## config.mk

```make
export PLATFORM = sky130hd
export DESIGN_NAME = stack_burst_reverser_flat
export DESIGN_NICKNAME = d
export VERILOG_FILES = /design/src/rtl/stack_burst_reverser_if.sv /design/src/rtl/stack_burst_reverser.sv /design/src/flat_wrapper.sv
export SDC_FILE = /design/constraint.sdc
export NUM_CORES = 1
export LEC_CHECK = 0
export CORE_UTILIZATION = 36
export CTS_CLUSTER_SIZE = 8
export DETAILED_ROUTE_END_ITERATION = 10
export GPL_TIMING_DRIVEN = 0
export PLACE_DENSITY = 0.75
export SKIP_LAST_GASP = 1
export SYNTH_ARGS = -nofsm -noshare
export SYNTH_HDL_FRONTEND = slang
export SYNTH_SLANG_ARGS = --single-unit
```

## constraint.sdc

```tcl
create_clock -name clk -period 1.8 [get_ports clk]
set_clock_uncertainty 0.1 [all_clocks]
set_input_delay 0.54 -clock clk [delete_from_list [all_inputs] [get_ports clk]]
set_output_delay 0.54 -clock clk [all_outputs]
set_load 0.05 [all_outputs]
```

## src/rtl/stack_burst_reverser_if.sv

```systemverilog
// Valid/ready stream bundle carrying one data beat plus an end-of-burst flag.
//   valid : beat present (driven by master)
//   ready : beat accepted when valid & ready (driven by slave)
//   data  : beat payload, DW bits (driven by master)
//   last  : final beat of the burst (driven by master)
interface stack_burst_reverser_if #(
  parameter int unsigned DW = 8
) ();
  logic          valid;
  logic          ready;
  logic [DW-1:0] data;
  logic          last;

  modport master (output valid, output data, output last, input ready);
  modport slave  (input valid, input data, input last, output ready);
endinterface

```

## src/rtl/stack_burst_reverser.sv

```systemverilog
// Burst reverser: pushes each incoming burst into an external LIFO stack,
// then pops it back out so the burst is emitted newest-beat-first.
// Ports:
//   clk, rst     : clock and synchronous active-high reset
//   in_if        : input stream (slave); ready is combinational in FILL
//   out_if       : output stream (master); valid/data/last are registered
//   stk_push_o   : push strobe, same cycle as an input handshake
//   stk_pop_o    : pop strobe, one cycle per output beat
//   stk_d_in_o   : push data (input beat passed straight through)
//   stk_d_out_i  : stack read data, valid one edge after stk_pop_o
//   stk_full_i   : stack holds CAP entries
//   stk_empty_i  : stack holds no entries
//   overflow_o   : sticky, a burst was cut at CAP beats
//   busy_o       : high unless idle in FILL with nothing stacked
module stack_burst_reverser #(
  parameter int unsigned data_bus_width    = 8,
  parameter int unsigned address_bus_width = 4
) (
  input  logic                          clk,
  input  logic                          rst,
  stack_burst_reverser_if.slave         in_if,
  stack_burst_reverser_if.master        out_if,
  output logic                          stk_push_o,
  output logic                          stk_pop_o,
  output logic [data_bus_width-1:0]     stk_d_in_o,
  input  logic [data_bus_width-1:0]     stk_d_out_i,
  input  logic                          stk_full_i,
  input  logic                          stk_empty_i,
  output logic                          overflow_o,
  output logic                          busy_o
);

  localparam int unsigned DW = data_bus_width;
  localparam int unsigned AW = address_bus_width;
  // Largest burst the stack can hold: 2**AW - 1 entries.
  localparam logic [AW-1:0] CAP = '1;

  typedef enum logic [1:0] {
    S_FILL = 2'd0,
    S_POP  = 2'd1,
    S_LOAD = 2'd2,
    S_OUT  = 2'd3
  } state_e;

  state_e        state_q, state_d;
  logic [AW-1:0] cnt_q, cnt_d;
  logic          out_valid_q, out_valid_d;
  logic          out_last_q, out_last_d;
  logic [DW-1:0] out_data_q, out_data_d;
  logic          overflow_q, overflow_d;
  logic          in_ready_c;
  logic          push_c;
  logic          pop_c;

  // State and output registers.
  always_ff @(posedge clk) begin
    if (rst) begin
      state_q     <= S_FILL;
      cnt_q       <= '0;
      out_valid_q <= 1'b0;
      out_last_q  <= 1'b0;
      out_data_q  <= '0;
      overflow_q  <= 1'b0;
    end else begin
      state_q     <= state_d;
      cnt_q       <= cnt_d;
      out_valid_q <= out_valid_d;
      out_last_q  <= out_last_d;
      out_data_q  <= out_data_d;
      overflow_q  <= overflow_d;
    end
  end

  // Next-state and strobe logic.
  always_comb begin
    state_d     = state_q;
    cnt_d       = cnt_q;
    out_valid_d = out_valid_q;
    out_last_d  = out_last_q;
    out_data_d  = out_data_q;
    overflow_d  = overflow_q;
    in_ready_c  = 1'b0;
    push_c      = 1'b0;
    pop_c       = 1'b0;

    unique case (state_q)
      S_FILL: begin
        // Ready is forced low during reset so no beat slips into the stack.
        in_ready_c = ~rst & ~stk_full_i & (cnt_q < CAP);
        push_c     = in_if.valid & in_ready_c;
        if (push_c) begin
          cnt_d = cnt_q + AW'(1);
          if (in_if.last || (cnt_d == CAP)) begin
            state_d = S_POP;
          end
          // Hitting capacity without a last flag truncates the burst.
          if (!in_if.last && (cnt_d == CAP)) begin
            overflow_d = 1'b1;
          end
        end
      end
      S_POP: begin
        pop_c   = ~stk_empty_i;
        cnt_d   = cnt_q - AW'(1);
        state_d = S_LOAD;
      end
      S_LOAD: begin
        // cnt already reflects the pop, so zero means this is the oldest beat.
        out_data_d  = stk_d_out_i;
        out_last_d  = (cnt_q == '0);
        out_valid_d = 1'b1;
        state_d     = S_OUT;
      end
      S_OUT: begin
        if (out_if.ready) begin
          out_valid_d = 1'b0;
          state_d     = out_last_q ? S_FILL : S_POP;
        end
      end
      default: begin
        state_d = S_FILL;
      end
    endcase
  end

  assign in_if.ready  = in_ready_c;
  assign stk_push_o   = push_c;
  assign stk_pop_o    = pop_c;
  assign stk_d_in_o   = in_if.data;
  assign out_if.valid = out_valid_q;
  assign out_if.last  = out_last_q;
  assign out_if.data  = out_data_q;
  assign overflow_o   = overflow_q;
  assign busy_o       = !((state_q == S_FILL) && (cnt_q == '0));

endmodule

```

## src/flat_wrapper.sv

```systemverilog
// flat-port wrapper written by rule: the top's interface ports become plain ports
module stack_burst_reverser_flat 
#(
  parameter int unsigned data_bus_width    = 8,
  parameter int unsigned address_bus_width = 4
)
  (clk, rst, stk_push_o, stk_pop_o, stk_d_in_o, stk_d_out_i, stk_full_i, stk_empty_i, overflow_o, busy_o, in_if_valid, in_if_data, in_if_last, in_if_ready, out_if_valid, out_if_data, out_if_last, out_if_ready);
  stack_burst_reverser_if in_if_i ();
  stack_burst_reverser_if out_if_i ();
  input  logic clk;
  input  logic rst;
  output logic stk_push_o;
  output logic stk_pop_o;
  output logic [data_bus_width-1:0] stk_d_in_o;
  input  logic [data_bus_width-1:0] stk_d_out_i;
  input  logic stk_full_i;
  input  logic stk_empty_i;
  output logic overflow_o;
  output logic busy_o;
  input wire logic [$bits(in_if_i.valid)-1:0] in_if_valid;
  input wire logic [$bits(in_if_i.data)-1:0] in_if_data;
  input wire logic [$bits(in_if_i.last)-1:0] in_if_last;
  output wire logic [$bits(in_if_i.ready)-1:0] in_if_ready;
  output wire logic [$bits(out_if_i.valid)-1:0] out_if_valid;
  output wire logic [$bits(out_if_i.data)-1:0] out_if_data;
  output wire logic [$bits(out_if_i.last)-1:0] out_if_last;
  input wire logic [$bits(out_if_i.ready)-1:0] out_if_ready;
  assign in_if_i.valid = in_if_valid;
  assign in_if_i.data = in_if_data;
  assign in_if_i.last = in_if_last;
  assign in_if_ready = in_if_i.ready;
  assign out_if_valid = out_if_i.valid;
  assign out_if_data = out_if_i.data;
  assign out_if_last = out_if_i.last;
  assign out_if_i.ready = out_if_ready;
  stack_burst_reverser #(.data_bus_width(data_bus_width), .address_bus_width(address_bus_width)) u_core (.clk(clk), .rst(rst), .in_if(in_if_i), .out_if(out_if_i), .stk_push_o(stk_push_o), .stk_pop_o(stk_pop_o), .stk_d_in_o(stk_d_in_o), .stk_d_out_i(stk_d_out_i), .stk_full_i(stk_full_i), .stk_empty_i(stk_empty_i), .overflow_o(overflow_o), .busy_o(busy_o));
endmodule
```

==> results.txt, run 1 <==
----------------------------------------------------
[Outcome]
  Run status ... complete, but fails checks
  Failing checks ... negative setup slack

[Finish]
  Multi-input gate area ... 621 um^2
  Relative area change from synthesis to final layout ... 63.3%
  Most frequent cells in the layout ... sky130_fd_sc_hd__buf_4 (19), sky130_fd_sc_hd__nor2_1 (12), sky130_fd_sc_hd__mux2i_1 (11), sky130_fd_sc_hd__clkdlybuf4s50_1 (11), sky130_fd_sc_hd__dfxtp_1 (11)
  Number of nets in the layout ... 187
  Filler instances ... 219
  End-of-flow core utilization ... 0.633
  Final standard cell count with taps included and fillers excluded ... 186
  Footprint of the flip-flops and latches ... 355 um^2
  Final antenna diode count ... 0
  Most common library cell in the layout ignoring fill and taps ... sky130_fd_sc_hd__buf_4
  Fraction of final layout cells with drive strength greater than 1 ... 0.385

[Global route]
  Largest net degree at the start of global routing ... 12
  Number of global-route vias before repair ... 930
  Global-route wire length before repair ... 3950 um
  Antenna violations before repair ... 0
  Global route total overflow ... 0
  Global routing usage summed across all routing layers ... 0.194

[Min path]
  Hold_sp ... u_core.overflow_o$_SDFFE_PP0P_
  WHS Path Cells ... 2
  Classification of the worst-slack hold path ... reg2reg

[Clock tree]
  Clock edge transition at the registers on the reported setup and hold paths ... 110 ps
  CTS Buffer Depth ... 2
  Source-to-sink clock delay at the later pin of the worst-skew pair ... 310 ps
  Clock root buffer ... sky130_fd_sc_hd__clkbuf_4
  Number of CTS-inserted buffers ... 3
  CTS tree ... yes
  Sinks on Clock Net ... 17
  Number of levels the H-tree was split into ... 1

[Synthesis]
  Cell area after synthesis ... 968 um^2
  Synth Area per Inst ... 9.05 um^2
  Sequential element share of the synthesized area ... 0.351
  Synthesized flop and latch total ... 17
  Cell count after synthesis ... 107
  Count of unique library cells instantiated by Yosys ... 33
  Number of warnings printed during yosys synthesis ... 0
  Number of nets in the synthesized netlist ... 137

[Setup path]
  Launching element of the worst setup path ... in_if_valid
  Destination of the worst register-to-register timing path ... u_core.state_q[0]$_SDFFE_PP0P_
  Kind of cell adding the most delay to the critical path ... buffers and inverters
  Delay contributed by the slowest stage of the critical path ... 580 ps
  Worst Setup End Kind ... primary output
  Critical path buffer and inverter count ... 2
  Stages on worst setup path ... 3
  Register-to-register path setup slack ... 40 ps
  Required time at the worst-slack endpoint ... 1160 ps
  Cells along the critical path ... clkdlybuf4s50_1 > and3_4 > buf_8
  Kind of start point of the critical path ... primary input
  Crit path max-delay cell type ... sky130_fd_sc_hd__clkdlybuf4s50_1
  Classification of the worst setup path ... in2out
  Crit path DAT ... 1490 ps
  Worst-case reg-to-reg path depth ... 6
  Endpoint of the worst setup timing path ... stk_push_o
  Worst Path Max Fanout ... 3
  Reg2reg start ... u_core.cnt_q[1]$_SDFFE_PP0P_

[STA]
  Relative max-transition margin ... 0.647
  Least-Margin Pin Slew ... 529 ps
  Number of setup violations in the final report ... 4
  Worst hold-check slack ... 367 ps
  Post-layout worst setup margin ... -327 ps
  Final count of pins violating max slew ... 0
  Part of the cycle the worst path needs ... 1.18
  Final count of hold timing violations ... 0
  Setup repair after global routing missed its margin ... true
  Max Clock Freq ... 470 MHz
  Shortest period the worst path allows ... 2130 ps

[Floorplan]
  Area of the core region ... 0.00250 mm^2
  Row count ... 18
  Die width ... 53.9 um
  Initial Utilization ... 0.387
  Height of the die ... 53.9 um
  I/O pin count ... 46
  Die footprint ... 0.00290 mm^2

[Routing]
  Detail-routed net length per standard cell ... 13.3 um
  Total iterations of the first detailed-routing run ... 4
  Via density per instance ... 5.05
  First DRT Iteration DRCs ... 8
  Count of vias placed by the detailed router ... 939
  DRT Wirelength ... 2480 um
  Post-route ant nets ... 0
  Detailed-route DRC error count ... 0

[Placed design]
  Total half-perimeter wirelength after legalization and detailed placement ... 1650 um
  Count of input and output buffers ... 36
  Placed Cells incl. Taps ... 173
  Final RePlAce weighted congestion ... 0.804

[Job]
  Max-cap check violation count ... 0

[Power and ir drop]
  Total leakage power ... 0.000621 uW
  Peak supply drop ... 491 uV
  Power density over cell area ... 600 mW/mm^2

----------------------------------------------------
-- logic make-up (layout without fill, tap and decap cells) --
logic type / count (synthesis) / count (layout) / synth area share
buffers and inverters: 19 / 68 / 0.107
flip-flops: 17 / 17 / 0.351
adder cells (fa/ha/maj): 7 / 7 / 0.0904
XOR/XNOR: 2 / 2 / 0.0181
multiplexers: 11 / 11 / 0.114
AO/OA/AOI/OAI: 18 / 18 / 0.140
AND/OR/NAND/NOR: 33 / 33 / 0.180
-- repair_timing --
action | CTS | global route
gates resized for setup | 93 | 7
pin swaps | 3 | 8
gates cloned | 0 | 0
setup buffers | 9 | 3
setup endpoints to repair | 29 | 19
hold buffers | 0 | 0
-- registers in the layout, summed over array words and instances (netlist names) --
| register | flops |
|---|---|
| u_core.overflow_o | 1 |
| u_core.out_if.last | 1 |
| u_core.state_q | 2 |
| u_core.cnt_q | 4 |
| u_core.out_if.data | 8 |
| u_core.out_if.valid | 1 |
-- layer usage --
metal	global-route usage	share of wire
met1	0.190	0.39
met2	0.370	0.55
met3	0.0678	0.058
met4	0.0658	0.0065
met5	0	0
-- worst min-delay path, delay by kind of cell, from the launching register on --
| kind | cells | cell delay, ps |
|---|---|---|
| compound gates | 1 | 60 |
| flops | 1 | 320 |
| buf+inv | 1 | 50 |
-- per-stage QoR --
step / instance area, um^2 / setup slack [ps] / power (uW) / setup TNS (ps)
2_1_floorplan: 973 / -169 / 585 / -328
3_3_place_gp: 1370 / -1160 / 670 / -7760
3_5_place_dp: 1370 / -1170 / 676 / -8000
4_1_cts: 1550 / -328 / 937 / -859
5_1_grt: 1580 / -396 / 993 / -1170
6_report: 1580 / -327 / 949 / -860
-- how the worst min path moves through the flow --
stage | end | slack [ps]
global route | u_core.overflow_o$_SDFFE_PP0P_ | 380
detailed placement | u_core.overflow_o$_SDFFE_PP0P_ | 350
finish | u_core.overflow_o$_SDFFE_PP0P_ | 370
global placement | u_core.overflow_o$_SDFFE_PP0P_ | 340
floorplan | u_core.state_q[1]$_SDFFE_PP0P_ | 400
CTS | u_core.overflow_o$_SDFFE_PP0P_ | 360
-- power breakdown --
group          switching, uW  internal [uW]  leakage (uW)
Combinational            173            148      0.000466
Clock                    143           85.0     0.0000139
Sequential              13.9            386      0.000141
-- synthesized netlist by cell type, drive strengths merged --
library cell / number / share of area
a311oi: 1 / 0.015
nand2: 4 / 0.015
a21bo: 1 / 0.010
ha: 7 / 0.090
a31oi: 1 / 0.0065
and4b: 1 / 0.010
clkbuf: 1 / 0.0039
or3: 2 / 0.013
o2111ai: 1 / 0.0090
nor3b: 1 / 0.0078
a211o: 1 / 0.0090
nor2: 12 / 0.047
o21ai: 3 / 0.015
nand4b: 1 / 0.0090
a221o: 1 / 0.010
nor2b: 4 / 0.026
a21oi: 5 / 0.026
a211oi: 3 / 0.028
nand3b: 1 / 0.0078
nor3: 1 / 0.0052
dfxtp: 17 / 0.35
and3: 3 / 0.019
inv: 7 / 0.027
xor2: 1 / 0.0090
buf: 11 / 0.076
and2: 1 / 0.0065
a221oi: 1 / 0.0090
mux2i: 11 / 0.11
xnor2: 1 / 0.0090
nand2b: 2 / 0.013
-- final cells by class --
type	instances	share of cell area
Inverter	7	0.0182
Sequential cell	17	0.225
Buffer	10	0.0435
Multi-Input combinational cell	71	0.392
Clock inverter	1	0.00475
Clock buffer	3	0.0142
Tap cell	30	0.0237
Timing Repair Buffer	47	0.278
Note: power is estimated with default switching activity, not from simulation.
==> run 2: changes to the inputs <==
Settings changed: SLEW_MARGIN set to 20.
Clock period 1.8 ns to 1.75 ns, I/O delays scaled along.
==> results.txt, run 2 (synthesis gave the netlist of run 1 again) <==
----------------------------------------------------
[Outcome]
  Run status ... complete, but fails checks
  Failing checks ... negative setup slack

[Clock tree]
  Sinks on Clock Net ... 17 (unchanged)
  CTS Buffer Depth ... 2 (unchanged)
  CTS tree ... yes
  Clock edge transition at the registers on the reported setup and hold paths ... 110 ps (about the same)
  Number of CTS-inserted buffers ... 3 (unchanged)
  Source-to-sink clock delay at the later pin of the worst-skew pair ... 300 ps (about the same)
  Clock root buffer ... sky130_fd_sc_hd__clkbuf_4
  Number of levels the H-tree was split into ... 1 (unchanged)
  CTS Hold Bufs ... 0 (unchanged)

[Setup path]
  Worst Setup End Kind ... primary output
  Launching element of the worst setup path ... u_core.cnt_q[0]$_SDFFE_PP0P_
  Required time at the worst-slack endpoint ... 1120 ps (-40 ps)
  Kind of start point of the critical path ... flop
  Reg2reg start ... u_core.cnt_q[0]$_SDFFE_PP0P_
  Destination of the worst register-to-register timing path ... u_core.state_q[0]$_SDFFE_PP0P_
  Endpoint of the worst setup timing path ... stk_push_o
  Classification of the worst setup path ... reg2out
  Register-to-register path setup slack ... -10 ps (-50 ps)
  Worst-case reg-to-reg path depth ... 6 (unchanged)
  Worst Path Max Fanout ... 4 (+1)
  Crit path DAT ... 1480 ps (about the same)

[Min path]
  Classification of the worst-slack hold path ... in2reg
  Hold_sp ... rst

[Routing]
  Count of vias placed by the detailed router ... 911 (-3.0%)
  First DRT Iteration DRCs ... 6 (-2)
  Detailed-route DRC error count ... 0 (unchanged)
  Detail-routed net length per standard cell ... 13.3 um (-0.33%)
  DRT Wirelength ... 2430 um (-1.9%)
  Via density per instance ... 4.98 (-1.4%)
  Post-route ant nets ... 0 (unchanged)
  Total iterations of the first detailed-routing run ... 4 (unchanged)

[STA]
  Final count of pins violating max slew ... 0 (unchanged)
  Max Clock Freq ... 475 MHz
  Relative max-transition margin ... 0.636 (-0.0112)
  Final count of hold timing violations ... 0 (unchanged)
  Least-Margin Pin Slew ... 546 ps (+16.9 ps)
  Worst hold-check slack ... 308 ps (-59.0 ps)
  Shortest period the worst path allows ... 2110 ps
  Setup repair after global routing missed its margin ... true
  Part of the cycle the worst path needs ... 1.20
  Number of setup violations in the final report ... 6 (+2)
  Post-layout worst setup margin ... -355 ps (-28.0 ps)

[Floorplan]
  I/O pin count ... 46 (unchanged)
  Die footprint ... 0.00290 mm^2 (unchanged)
  Row count ... 18 (unchanged)
  Height of the die ... 53.9 um (unchanged)
  Area of the core region ... 0.00250 mm^2 (unchanged)
  Die width ... 53.9 um (unchanged)
  Initial Utilization ... 0.387 (unchanged)

[Power and ir drop]
  Relative contribution of sequential cells to total power ... 0.429 (+0.008)
  Switching part of the total ... 0.339 (-0.00799)
  Net Sw Power ... 326 uW (-1.0%)
  Power density over cell area ... 596 mW/mm^2 (-0.79%)
  Portion of total power attributed to combinational logic ... 0.342 (+0.003)
  Peak supply drop ... 437 uV (-11%)
  Total internal power ... 636 uW (+2.6%)
  Share of total power in the clock network ... 0.229 (-0.011)
  Total leakage power ... 0.000617 uW (-0.53%)

[Job]
  Max-cap check violation count ... 0 (unchanged)

[Placed design]
  Place WS ... -1160 ps (+7.68 ps)
  Total half-perimeter wirelength after legalization and detailed placement ... 1620 um (-2.1%)
  Count of input and output buffers ... 36 (unchanged)
  Final RePlAce weighted congestion ... 0.743 (-7.5%)

[Finish]
  Flip-flop count of the largest register, all copies and words added ... 8 (unchanged)
  Fraction of final layout cells with drive strength greater than 1 ... 0.399 (+0.0141)
  Most frequent cells in the layout ... sky130_fd_sc_hd__buf_4 (16), sky130_fd_sc_hd__nor2_1 (12), sky130_fd_sc_hd__mux2i_1 (11), sky130_fd_sc_hd__clkdlybuf4s50_1 (11), sky130_fd_sc_hd__dfxtp_1 (11)
  Number of nets in the layout ... 184 (-1.6%)
  Most common library cell in the layout ignoring fill and taps ... sky130_fd_sc_hd__buf_4
  Final antenna diode count ... 0 (unchanged)
  Relative area change from synthesis to final layout ... 66.8%

[Global route]
  Antenna violations before repair ... 0 (unchanged)
  Global routing usage summed across all routing layers ... 0.184 (-0.0103)
  Number of global-route vias before repair ... 833 (-10%)
  Largest net degree at the start of global routing ... 11 (-1)
  Global-route wire length before repair ... 3710 um (-6.3%)
  Global route total overflow ... 0 (unchanged)

----------------------------------------------------
run 2: cell types whose count changed in the layout (fill, tap and decap cells not counted), sizes merged:
cell	previous run	this run
clkbuf	5	3
clkinv	0	1
clkdlybuf4s18	0	1
dlygate4sd2	10	3
buf	25	22
clkinvlp	1	0
clkdlybuf4s15	9	17
run 2: what timing repair did:
action	4_1_cts	5_1_grt
pin swaps	6	7
resized for setup	87	21
buffers inserted	7	2
endpoints found under the setup margin	29	28
run 2: stage by stage:
step                std cells   util  total power (uW)  TNS [ps]  area (um^2)
global placement          173  0.563               702     -7980         1410
CTS                       183  0.617               937     -1200         1540
global route              183  0.646              1010     -1540         1620
finish                    183  0.646               962     -1030         1620
floorplan                 107      -               612      -369         1010
detailed placement        173  0.563               706     -8360         1410
run 2: metal layers:
| layer | up-vias | track usage | share of wire |
|---|---|---|---|
| met5 | - | 0 | 0 |
| met4 | 0 | 0.0789 | 0.014 |
| met3 | 5 | 0.0565 | 0.069 |
| met2 | 36 | 0.321 | 0.52 |
| met1 | 415 | 0.203 | 0.40 |
| li1 | 455 | - | - |
run 2: worst min path at each step:
stage / to / slack, ps / depth (start not counted)
after floorplan: u_core.state_q[1]$_SDFFE_PP0P_ / 400 / 2
after global placement: u_core.overflow_o$_SDFFE_PP0P_ / 330 / 2
after detailed placement: u_core.overflow_o$_SDFFE_PP0P_ / 340 / 2
after CTS: u_core.state_q[0]$_SDFFE_PP0P_ / 300 / 2
after global routing: u_core.state_q[0]$_SDFFE_PP0P_ / 300 / 2
final: u_core.state_q[0]$_SDFFE_PP0P_ / 310 / 2
run 2: power groups by stage:
stage          Combinational [uW]  Sequential (uW)  Clock [uW]
2_1_floorplan                 184              428           0
3_3_place_gp                  284              417           0
3_5_place_dp                  288              418           0
4_1_cts                       302              411         225
5_1_grt                       354              415         246
6_report                      329              413         220
run 2: critical path, cell delays in order (launching register included):
cell and delay [ps]:
sky130_fd_sc_hd__dfxtp_4 380, sky130_fd_sc_hd__ha_4 170, sky130_fd_sc_hd__a311oi_4 240, sky130_fd_sc_hd__and3_4 240, sky130_fd_sc_hd__buf_8 140
run 2: cell type report:
class / instances / area (um^2)
Timing Repair Buffer: 44 / 454
Multi-Input combinational cell: 71 / 633
Sequential cell: 17 / 355
Tap cell: 30 / 37.5
Clock inverter: 1 / 5.00
Inverter: 7 / 28.8
Clock buffer: 3 / 22.5
Buffer: 10 / 78.8
Fill cell: 230 / 885
==> run 3: changes to the inputs <==
Settings changed: CAP_MARGIN set to 30.
==> results of run 3 <==
Final layout, timing and power as in run 2 (identical DEF).
